$ cat config.mk
export PLATFORM = sky130hd
export DESIGN_NAME = boot_copier
export DESIGN_NICKNAME = d
export VERILOG_FILES = /design/src/rtl/boot_copier.sv
export SDC_FILE = /design/constraint.sdc
export NUM_CORES = 1
export LEC_CHECK = 0
export ABC_AREA = 1
export BUFFER_PORTS_ARGS = -buffer_cell sky130_fd_sc_hd__buf_2
export CAP_MARGIN = 40
export CORE_MARGIN = 3
export CORE_UTILIZATION = 55
export CTS_CLUSTER_DIAMETER = 50
export CTS_CLUSTER_SIZE = 12
export DETAILED_ROUTE_END_ITERATION = 7
export PLACE_DENSITY = 0.77
export REMOVE_ABC_BUFFERS = 1
export SLEW_MARGIN = 20
export SYNTH_ARGS = -nofsm -noshare
export SYNTH_HDL_FRONTEND = slang
export SYNTH_SLANG_ARGS = --single-unit
$ cat constraint.sdc
create_clock -name clk -period 4.4 [get_ports clk]
set_clock_uncertainty 0.05 [all_clocks]
set_input_delay 0.66 -clock clk [delete_from_list [all_inputs] [get_ports clk]]
set_output_delay 0.66 -clock clk [all_outputs]
set_load 0.05 [all_outputs]
$ cat src/rtl/boot_copier.sv
// boot_copier
//   Copies len consecutive 32-bit words from the boot ROM port to a
//   req/gnt destination port. It also keeps a 32-bit additive checksum of
//   every word written.
//   A small read-data FIFO sits between the two sides. A read is issued
//   only when the FIFO has room for it, counting the read already in
//   flight, so the FIFO can never overflow.
// Ports
//   clk, reset           : clock, synchronous active-high reset
//   start                : begin a copy (accepted only in IDLE)
//   src_base, dst_base   : byte base addresses (bits [1:0] ignored)
//   len                  : word count 0..256, captured with start
//   busy, done, checksum : status, one-cycle completion pulse, word sum
//   rom_*                : ROM read port (data valid the cycle after rom_cen)
//   dst_*                : destination write port, transfer on req & gnt
module boot_copier #(
  parameter int DEPTH = 4
) (
  input  logic        clk,
  input  logic        reset,
  input  logic        start,
  input  logic [11:0] src_base,
  input  logic [31:0] dst_base,
  input  logic [8:0]  len,
  output logic        busy,
  output logic        done,
  output logic [31:0] checksum,
  output logic        rom_cen,
  output logic [11:0] rom_addr,
  output logic [31:0] rom_wdata,
  output logic [3:0]  rom_wstrb,
  input  logic [31:0] rom_rdata,
  output logic        dst_req,
  input  logic        dst_gnt,
  output logic [31:0] dst_addr,
  output logic [31:0] dst_wdata,
  output logic [3:0]  dst_wstrb
);

  localparam int PW = $clog2(DEPTH);
  localparam int CW = $clog2(DEPTH + 1);

  typedef enum logic [1:0] {
    S_IDLE   = 2'd0,
    S_RUN    = 2'd1,
    S_FINISH = 2'd2
  } state_t;

  state_t         state_q, state_d;
  logic [11:0]    src_q, src_d;
  logic [31:0]    dst_base_q, dst_base_d;
  logic [8:0]     len_q, len_d;
  logic [8:0]     rd_cnt_q, rd_cnt_d;
  logic [8:0]     wr_cnt_q, wr_cnt_d;
  logic           inflight_q, inflight_d;
  logic [PW-1:0]  rd_ptr_q, rd_ptr_d;
  logic [PW-1:0]  wr_ptr_q, wr_ptr_d;
  logic [CW-1:0]  fifo_cnt_q, fifo_cnt_d;
  logic           busy_q, busy_d;
  logic           done_q, done_d;
  logic [31:0]    checksum_q, checksum_d;
  logic           rom_cen_q, rom_cen_d;
  logic [11:0]    rom_addr_q, rom_addr_d;
  logic           dst_req_q, dst_req_d;
  logic [31:0]    dst_addr_q, dst_addr_d;
  logic [31:0]    dst_wdata_q, dst_wdata_d;
  logic [31:0]    fifo_mem_q [DEPTH];

  logic           push_s;
  logic           pop_s;
  logic [CW-1:0]  remain_s;
  logic [CW:0]    occupancy_s;
  logic [8:0]     rd_cnt_n_s;
  logic [8:0]     wr_cnt_n_s;
  logic [31:0]    head_s;
  logic           unused_s;

  // Circular pointer increment; DEPTH need not be a power of two.
  function automatic logic [PW-1:0] ptr_inc(input logic [PW-1:0] p);
    if (p == PW'(DEPTH - 1)) begin
      return {PW{1'b0}};
    end else begin
      return p + PW'(1);
    end
  endfunction

  // Next-state and next-output computation for the whole copier.
  always_comb begin
    push_s      = inflight_q;
    pop_s       = dst_req_q & dst_gnt;
    remain_s    = fifo_cnt_q - CW'(pop_s);
    rd_cnt_n_s  = rd_cnt_q + 9'(rom_cen_q);
    wr_cnt_n_s  = wr_cnt_q + 9'(pop_s);

    state_d     = state_q;
    src_d       = src_q;
    dst_base_d  = dst_base_q;
    len_d       = len_q;
    rd_cnt_d    = rd_cnt_n_s;
    wr_cnt_d    = wr_cnt_n_s;
    inflight_d  = rom_cen_q;
    rd_ptr_d    = pop_s  ? ptr_inc(rd_ptr_q) : rd_ptr_q;
    wr_ptr_d    = push_s ? ptr_inc(wr_ptr_q) : wr_ptr_q;
    fifo_cnt_d  = remain_s + CW'(push_s);
    busy_d      = busy_q;
    done_d      = 1'b0;
    rom_cen_d   = 1'b0;
    rom_addr_d  = rom_addr_q;
    dst_addr_d  = dst_addr_q;

    if (pop_s) begin
      checksum_d = checksum_q + dst_wdata_q;
    end else begin
      checksum_d = checksum_q;
    end

    // The registered output stage mirrors the FIFO head of the next cycle.
    // When the FIFO drains to empty in the same cycle as a push, the new
    // head is the word arriving from the ROM this cycle.
    if (remain_s == {CW{1'b0}}) begin
      head_s = rom_rdata;
    end else begin
      head_s = fifo_mem_q[rd_ptr_d];
    end

    dst_req_d = (fifo_cnt_d != {CW{1'b0}});
    if (dst_req_d) begin
      dst_wdata_d = head_s;
    end else begin
      dst_wdata_d = 32'h0000_0000;
    end

    // Reads already issued but not yet in the FIFO must reserve a slot.
    occupancy_s = {1'b0, fifo_cnt_d} + (CW + 1)'(rom_cen_q);

    case (state_q)
      S_IDLE: begin
        busy_d    = 1'b0;
        dst_req_d = 1'b0;
        if (start) begin
          src_d      = {src_base[11:2], 2'b00};
          dst_base_d = {dst_base[31:2], 2'b00};
          len_d      = len;
          rd_cnt_d   = 9'd0;
          wr_cnt_d   = 9'd0;
          checksum_d = 32'h0000_0000;
          dst_addr_d = {dst_base[31:2], 2'b00};
          if (len != 9'd0) begin
            state_d    = S_RUN;
            busy_d     = 1'b1;
            rom_cen_d  = 1'b1;
            rom_addr_d = {src_base[11:2], 2'b00};
          end else begin
            state_d = S_FINISH;
            done_d  = 1'b1;
          end
        end else begin
          state_d = S_IDLE;
        end
      end
      S_RUN: begin
        busy_d     = 1'b1;
        dst_addr_d = dst_base_q + {21'd0, wr_cnt_n_s, 2'b00};
        if ((rd_cnt_n_s < len_q) && (occupancy_s < (CW + 1)'(DEPTH))) begin
          rom_cen_d  = 1'b1;
          rom_addr_d = src_q + {1'b0, rd_cnt_n_s, 2'b00};
        end else begin
          rom_cen_d = 1'b0;
        end
        if (pop_s && (wr_cnt_n_s == len_q)) begin
          state_d   = S_FINISH;
          done_d    = 1'b1;
          busy_d    = 1'b0;
          rom_cen_d = 1'b0;
          dst_req_d = 1'b0;
        end else begin
          state_d = S_RUN;
        end
      end
      S_FINISH: begin
        state_d   = S_IDLE;
        busy_d    = 1'b0;
        dst_req_d = 1'b0;
      end
      default: begin
        state_d   = S_IDLE;
        busy_d    = 1'b0;
        dst_req_d = 1'b0;
      end
    endcase
  end

  // State and registered outputs, cleared by the synchronous reset.
  always_ff @(posedge clk) begin
    if (reset) begin
      state_q     <= S_IDLE;
      src_q       <= 12'h000;
      dst_base_q  <= 32'h0000_0000;
      len_q       <= 9'd0;
      rd_cnt_q    <= 9'd0;
      wr_cnt_q    <= 9'd0;
      inflight_q  <= 1'b0;
      rd_ptr_q    <= {PW{1'b0}};
      wr_ptr_q    <= {PW{1'b0}};
      fifo_cnt_q  <= {CW{1'b0}};
      busy_q      <= 1'b0;
      done_q      <= 1'b0;
      checksum_q  <= 32'h0000_0000;
      rom_cen_q   <= 1'b0;
      rom_addr_q  <= 12'h000;
      dst_req_q   <= 1'b0;
      dst_addr_q  <= 32'h0000_0000;
      dst_wdata_q <= 32'h0000_0000;
    end else begin
      state_q     <= state_d;
      src_q       <= src_d;
      dst_base_q  <= dst_base_d;
      len_q       <= len_d;
      rd_cnt_q    <= rd_cnt_d;
      wr_cnt_q    <= wr_cnt_d;
      inflight_q  <= inflight_d;
      rd_ptr_q    <= rd_ptr_d;
      wr_ptr_q    <= wr_ptr_d;
      fifo_cnt_q  <= fifo_cnt_d;
      busy_q      <= busy_d;
      done_q      <= done_d;
      checksum_q  <= checksum_d;
      rom_cen_q   <= rom_cen_d;
      rom_addr_q  <= rom_addr_d;
      dst_req_q   <= dst_req_d;
      dst_addr_q  <= dst_addr_d;
      dst_wdata_q <= dst_wdata_d;
    end
  end

  // FIFO storage; contents need no reset because the pointers are flushed.
  always_ff @(posedge clk) begin
    if (push_s && !reset) begin
      fifo_mem_q[wr_ptr_q] <= rom_rdata;
    end
  end

  assign unused_s  = ^{src_base[1:0], dst_base[1:0]};

  assign busy      = busy_q;
  assign done      = done_q;
  assign checksum  = checksum_q;
  assign rom_cen   = rom_cen_q;
  assign rom_addr  = rom_addr_q;
  assign rom_wdata = 32'h0000_0000;
  assign rom_wstrb = 4'h0;
  assign dst_req   = dst_req_q;
  assign dst_addr  = dst_addr_q;
  assign dst_wdata = dst_wdata_q;
  assign dst_wstrb = dst_req_q ? 4'hF : 4'h0;

endmodule

==> results of run 1 <==
## routing by layer
layer	up-vias	part of all wire	routed length, µm	global-route usage
met1	6504	0.44	18700	0.362
met4	10	0.023	992	0.0769
met2	451	0.46	19600	0.427
met5	-	0.0017	70	0
met3	80	0.071	2990	0.0481
li1	7104	-	-	-
## worst min-delay path by stage
stage                                     start                           to  slack [ns]  cells past startpoint
floorplan           dst_base_q[10]$_SDFFE_PP0P_  dst_base_q[10]$_SDFFE_PP0P_        0.39                      2
global placement         src_q[11]$_SDFFE_PP0P_       src_q[11]$_SDFFE_PP0P_        0.40                      2
detailed placement       src_q[11]$_SDFFE_PP0P_       src_q[11]$_SDFFE_PP0P_        0.42                      2
CTS                                rom_rdata[3]   fifo_mem_q[0][3]$_DFFE_PP_        0.30                      1
global route                       rom_rdata[5]   fifo_mem_q[2][5]$_DFFE_PP_        0.31                      1
finish                             rom_rdata[3]   fifo_mem_q[0][3]$_DFFE_PP_        0.32                      1
## per-stage QoR
stage | instances | hold WS [ns]
floorplan | 2000 | 0.394
global placement | 2604 | 0.403
detailed placement | 2604 | 0.418
CTS | 2669 | 0.300
global route | 2671 | 0.308
finish | 2672 | 0.325
## cell families after synthesis
logic type	after synthesis	synth area share
adders and majority gates	74	0.0583
muxes	3	0.00185
buffers and inverters	385	0.102
xor gates and xnor gates	30	0.0166
DFF	311	0.461
AOI/OAI and AO/OA	404	0.137
and+or+nand+nor	867	0.223
other	1	0.000230
## power by group
part | internal (µW) | switching [µW]
sequential | 3130 | 101
combinational | 331 | 941
clock | 1730 | 1170
total | 5200 | 2210
## area by class of cell
cell class,instances,area [µm²]
Clock inverter,12,143
Fill cell,2569,10300
Inverter,271,1020
Multi-Input combinational cell,1418,7270
Timing Repair Buffer,222,1190
Tap cell,384,480
Sequential cell,311,7510
Antenna cell,1,2.50
Clock buffer,53,1020
## state kept, by name (all words and copies together), names as in the netlist, 3 cells and up
name and flops:
dst_base_q 30, dst_addr 30, fifo_mem_q 128, checksum 32, fifo_cnt_q 3, dst_wdata 32
wr_cnt_q 9, len_q 9, rd_cnt_q 9, rom_addr 10, src_q 10
## cell usage in the layout, fill, tap and decap left out, types with 40 or more instances in the layout
cell / instances
nand2_1: 414
inv_1: 267
nor2_1: 254
buf_2: 196
dfxtp_1: 183
a21oi_1: 142
o21ai_0: 138
edfxtp_1: 128
nand3_1: 103
ha_1: 71
conb_1: 40
==> impl_metrics.yaml, run 1 <==
outcome:
  status: "finished, final reports clean"
cts:
  clock_latency_ns: 0.51
  cts_buffer_depth: 3
  post-cts-setup-buffers: 0
  cts.sinks: 311
  postCtsHoldBufs: 0
  clkTransAtPathRegs_ns: 0.06
  cts-resized-gates: 0
  h-tree-depth: 2
  cts_tree: "built"
  cts_made_buffers: 36
  clock-root-buffer: "clkbuf_16"
grt:
  grtUsageTotal: 0.263
  grt_pass1_wl_mm: 67.4
  grt_pass1_vias: 13400
  grt_max_degree: 70
  grt_antenna_before_repair: 5
  overflow: 0
logic_synthesis:
  synth_common_cells: "nand2_1 (414), inv_1 (267), nor2_1 (259)"
  synthDistinctLibCells: 46
  syn_inst: 2075
  yosys-top-cells-area: "edfxtp_1 (24%), dfxtp_1 (23%), nand2_1 (9.6%)"
  async_flop_share: 0
  synth-main-ff-cell: "dfxtp_1"
  ys_seq_elements: 311
  syn-cell-area_um2: 16300
  synth_top_area_frac: 0.236
  syn_area_per_cell_um2: 7.84
  synth.most_common_cell: "nand2_1"
  yosys.area.top_type: "edfxtp_1"
  ys_seq_area_frac: 0.461
  synth_edf_count: 128
  synth_warnings: 0
die:
  ios: 241
  die_x_um: 178
  die_height_um: 178
  die_area_um2: 31700
  core_um2: 28900
  initial_utilization: 0.562
  rows: 62
route:
  wl_per_cell_um: 15.9
  wirelength_mm: 42.4
  via_count: 14100
  route.detailed.drc: 0
  firstDrtPassIters: 5
  postRouteAntennaNets: 0
  post_drt_via_cell_ratio: 5.30
  drtIter0Drc: 1118
critical_path:
  worst_path_most_repeated_cell: "nand3_1"
  criticalPathCategory: "register to register"
  crit_family: "simple AND/OR/NAND/NOR gates"
  startpoint: "dst_req$_SDFF_PP0_"
  cp-end-kind: "register"
  critPathLaunchType: "register"
  cp_cell_sequence: "nand2_2, inv_2, ha_1, ha_1, nand2_2, nor2_1, nand3_1, nand2_1, inv_1, ha_1, nand2_1, nor2_1, nand3_1, nand3_1, nand2_1, o21ai_0, nand3_1, a21oi_1"
  endpoint: "dst_addr[19]$_SDFFE_PP0P_"
  r2r-start: "dst_req$_SDFF_PP0_"
  cp_max_fo: 6
  cp.arrival_ns: 3.63
  critPathMaxStageDelay_ns: 0.39
  slowest_stage: "dfxtp_1"
  cp_num_buf_inv: 2
  cp_num_cells: 18
  r2r_slack_ns: 1.16
  worstPathRequired_ns: 4.79
  worst-r2r-cell-count: 18
  r2r-end: "dst_addr[19]$_SDFFE_PP0P_"
run:
  drv_cap: 0
cells_and_area:
  fin_nets: 2423
  fin_area_um2: 18600
  final_util: 0.644
  drive_above_1_share: 0.137
  area_delta_synth_final_pct: 14.5
place:
  io_buffers: 196
  dp_slack_ns: 0.840
  dp.final_hpwl_mm: 30.6
  placed_area_um2: 17400
  place_congestion: 0.932
sta:
  fmax_ghz: 0.309
  slew-limit-headroom: 0.499
  tightest_slew_ns: 0.751
  fin_crit_sh: 0.736
  hold_viol: 0
  setup_viol: 0
  post-route-min-period_ns: 3.24
  rsz0062_at_grt: "false"
  fin_setup_tns_ns: 0
  fin_ws_ns: 1.16
  report.final.slew_viol_count: 0
power:
  totalPowerFinal_uw: 7410
  leakagePower_uw: 0.00869
  ir_worst_vdd_mv: 0.324
  power_density_nw_per_um2: 398
worst_hold_path:
  worstHoldPathType: "primary input to register"
No activity file was read; power rests on OpenSTA's default activity.
==> inputs of run 2 (changes only) <==
- ABC_AREA: 1 -> 0
- PLACE_DENSITY: 0.77 -> 0.78
- clock period: 4.4 -> 3.04 ns (I/O delays scaled with it)
==> impl_metrics.yaml, run 2 <==
grt:
  grt_antenna_before_repair: 9
  grtUsageTotal: 0.264
  grt_pass1_vias: 12000
  grt_pass1_wl_mm: 61.5
  overflow: 0
  grt_max_degree: 45
cells_and_area:
  drive_above_1_share: 0.299
  final_cells: 2097
  area_delta_synth_final_pct: 26.1
  fin_area_um2: 18600
  fin_nets: 1897
  largest_reg_flops: 128
  mostFrequentLayoutCell: "nand2_1"
  regMostFlops: "fifo_mem_q"
  final_cell_mix: "nand2_1 (251), buf_2 (195), dfxtp_1 (179)"
critical_path:
  cp_cell_sequence: "ha_4, ha_4, nand2_4, nor2_4, and3_4, xor2_4, ha_4, a21oi_2, o211ai_1, a31oi_1, o311ai_2, or2_4, a21oi_2, buf_6, buf_12, mux2i_1, nor2_1"
  worstPathRequired_ns: 3.38
  cp-end-kind: "register"
  cp_max_fo: 7
  worst-r2r-cell-count: 17
  critPathMaxStageDelay_ns: 0.36
  cp.arrival_ns: 3.58
  r2r-start: "rom_cen$_SDFF_PP0_"
  criticalPathCategory: "register to register"
  r2r_slack_ns: -0.20
  critPathLaunchType: "register"
  worst_path_most_repeated_cell: "ha_4"
  slowest_stage: "dfxtp_4"
  r2r-end: "rom_addr[4]$_SDFFE_PP0P_"
logic_synthesis:
  synth_warnings: 0
  synth_common_cells: "nand2_1 (255), dfxtp_1 (183), a21oi_1 (142)"
  yosys-top-cells-area: "edfxtp_1 (26%), dfxtp_1 (25%), nand2_1 (6.5%)"
  yosys.area.top_type: "edfxtp_1"
  syn_inst: 1449
  syn_area_per_cell_um2: 10.2
  synth_edf_count: 128
  syn-cell-area_um2: 14800
  ys_seq_area_frac: 0.508
  async_flop_share: 0
  synthDistinctLibCells: 71
  synth-main-ff-cell: "dfxtp_1"
  synth_top_area_frac: 0.260
  synth.most_common_cell: "nand2_1"
  ys_seq_elements: 311
sta:
  setup_viol: 30
  fin_ws_ns: -0.202
  rsz0062_at_grt: "true"
  fmax_ghz: 0.308
  post-route-min-period_ns: 3.24
  timing.hold.ws_ns: 0.129
  slew-limit-headroom: 0.517
  tightest_slew_ns: 0.724
  fin_crit_sh: 1.07
  hold_viol: 0
  report.final.slew_viol_count: 0
  fin_setup_tns_ns: -3.61
power:
  leakagePower_uw: 0.00772
  power_density_nw_per_um2: 563
  ir_worst_vdd_mv: 0.371
cts:
  clock_latency_ns: 0.51
  cts_buffer_depth: 3
  clock-root-buffer: "clkbuf_16"
  cts_made_buffers: 35
  clkTransAtPathRegs_ns: 0.06
  cts_tree: "built"
  h-tree-depth: 2
  cts.sinks: 311
die:
  die_area_um2: 28900
  die_x_um: 170
  initial_utilization: 0.564
  die_height_um: 170
  core_um2: 26200
  ios: 241
  rows: 59
route:
  post_drt_via_cell_ratio: 5.82
  firstDrtPassIters: 5
  wirelength_mm: 40.0
  route.detailed.drc: 0
  postRouteAntennaNets: 0
  drtIter0Drc: 912
  wl_per_cell_um: 19.1
  via_count: 12200
place:
  dp_slack_ns: -0.927
  dp.final_hpwl_mm: 25.3
  io_buffers: 196
  place_inst: 2003
  placed_area_um2: 16500
  place_congestion: 0.905
worst_hold_path:
  worstHoldPathType: "primary input to register"
  min_to: "fifo_mem_q[2][25]$_DFFE_PP_"
  min_path_cells: 1
  hold_start: "rom_rdata[25]"
outcome:
  status: "complete, but fails checks"
  violations: "negative setup slack"
run:
  drv_cap: 0
-- run 2: cell types whose count changed after synthesis, sizes merged, moves of 15 or more --
cell and change:
or2 -32, and2 +18, nand2 -161, mux4 +32
xnor2 +40, a211oi +15, nand3 -63, o211ai -37
nor2 -186, inv -220, o21ai -128, a21boi +15
o22ai -15
-- run 2: cells by family (layout without fill, tap and decap cells) --
| logic type | after synthesis | after routing | synth area share |
|---|---|---|---|
| AO/OA/AOI/OAI | 325 | 325 | 0.138 |
| buffers and inverters | 160 | 428 | 0.0552 |
| XOR/XNOR | 64 | 64 | 0.0379 |
| other | 1 | 45 | 0.000254 |
| multiplexers | 37 | 37 | 0.0522 |
| adder cells (fa/ha/maj) | 74 | 74 | 0.0642 |
| AND/OR/NAND/NOR | 477 | 478 | 0.145 |
| flip-flops | 311 | 311 | 0.508 |
-- run 2: what timing repair did --
| action | 4_1_cts | 5_1_grt |
|---|---|---|
| pin swaps | 64 | 57 |
| hold buffers | 0 | 0 |
| setup buffers | 20 | 14 |
| gates resized for setup | 99 | 65 |
| hold endpoints to repair | 0 | 0 |
| gates cloned | 2 | 0 |
| endpoints found under the setup margin | 37 | 38 |
-- run 2: through the flow --
step           total power, µW   util
2_1_floorplan             5740      -
3_3_place_gp              6260  0.628
3_5_place_dp              6300  0.629
4_1_cts                  10500  0.695
5_1_grt                  10900  0.711
6_report                 10500  0.711
-- run 2: metal layers --
metal | track usage | part of all wire | vias up | wire, µm
li1 | - | - | 5677 | -
met2 | 0.426 | 0.47 | 574 | 18900
met1 | 0.355 | 0.41 | 5829 | 16200
met5 | 0 | 0.00080 | - | 32
met3 | 0.0441 | 0.080 | 126 | 3220
met4 | 0.117 | 0.041 | 6 | 1640
-- run 2: how the worst max path moves through the flow --
stage	start	endpoint	cells past startpoint
finish	rom_cen$_SDFF_PP0_	rom_addr[4]$_SDFFE_PP0P_	17
detailed placement	dst_gnt	dst_addr[26]$_SDFFE_PP0P_	17
global route	dst_req$_SDFF_PP0_	dst_addr[25]$_SDFFE_PP0P_	17
floorplan	dst_req$_SDFF_PP0_	dst_wdata[0]$_SDFF_PP0_	5
CTS	rom_cen$_SDFF_PP0_	rom_addr[4]$_SDFFE_PP0P_	17
global placement	dst_gnt	dst_addr[16]$_SDFFE_PP0P_	16
-- run 2: worst max-delay path: cells and delay by family, from the launching register on --
kind	cells	cell delay [ns]
compound gates	5	0.85
mux	1	0.18
flops	1	0.36
fa+ha+maj	3	0.52
simple gates	5	0.70
buf+inv	2	0.27
xor+xnor	1	0.19
-- run 2: layout make-up --
class | instances | area, µm²
Antenna cell | 5 | 12.5
Tap cell | 335 | 419
Clock buffer | 49 | 1010
Fill cell | 1790 | 7570
Sequential cell | 311 | 7510
Timing Repair Buffer | 316 | 2020
Clock inverter | 11 | 104
Inverter | 52 | 200
Multi-Input combinational cell | 1018 | 7360
-- run 2: report_power, final --
group	switching (µW)	total, µW	internal [µW]
Sequential	145	4650	4500
Combinational	1190	1740	545
Clock	1690	4110	2420
Total	3020	10500	7470
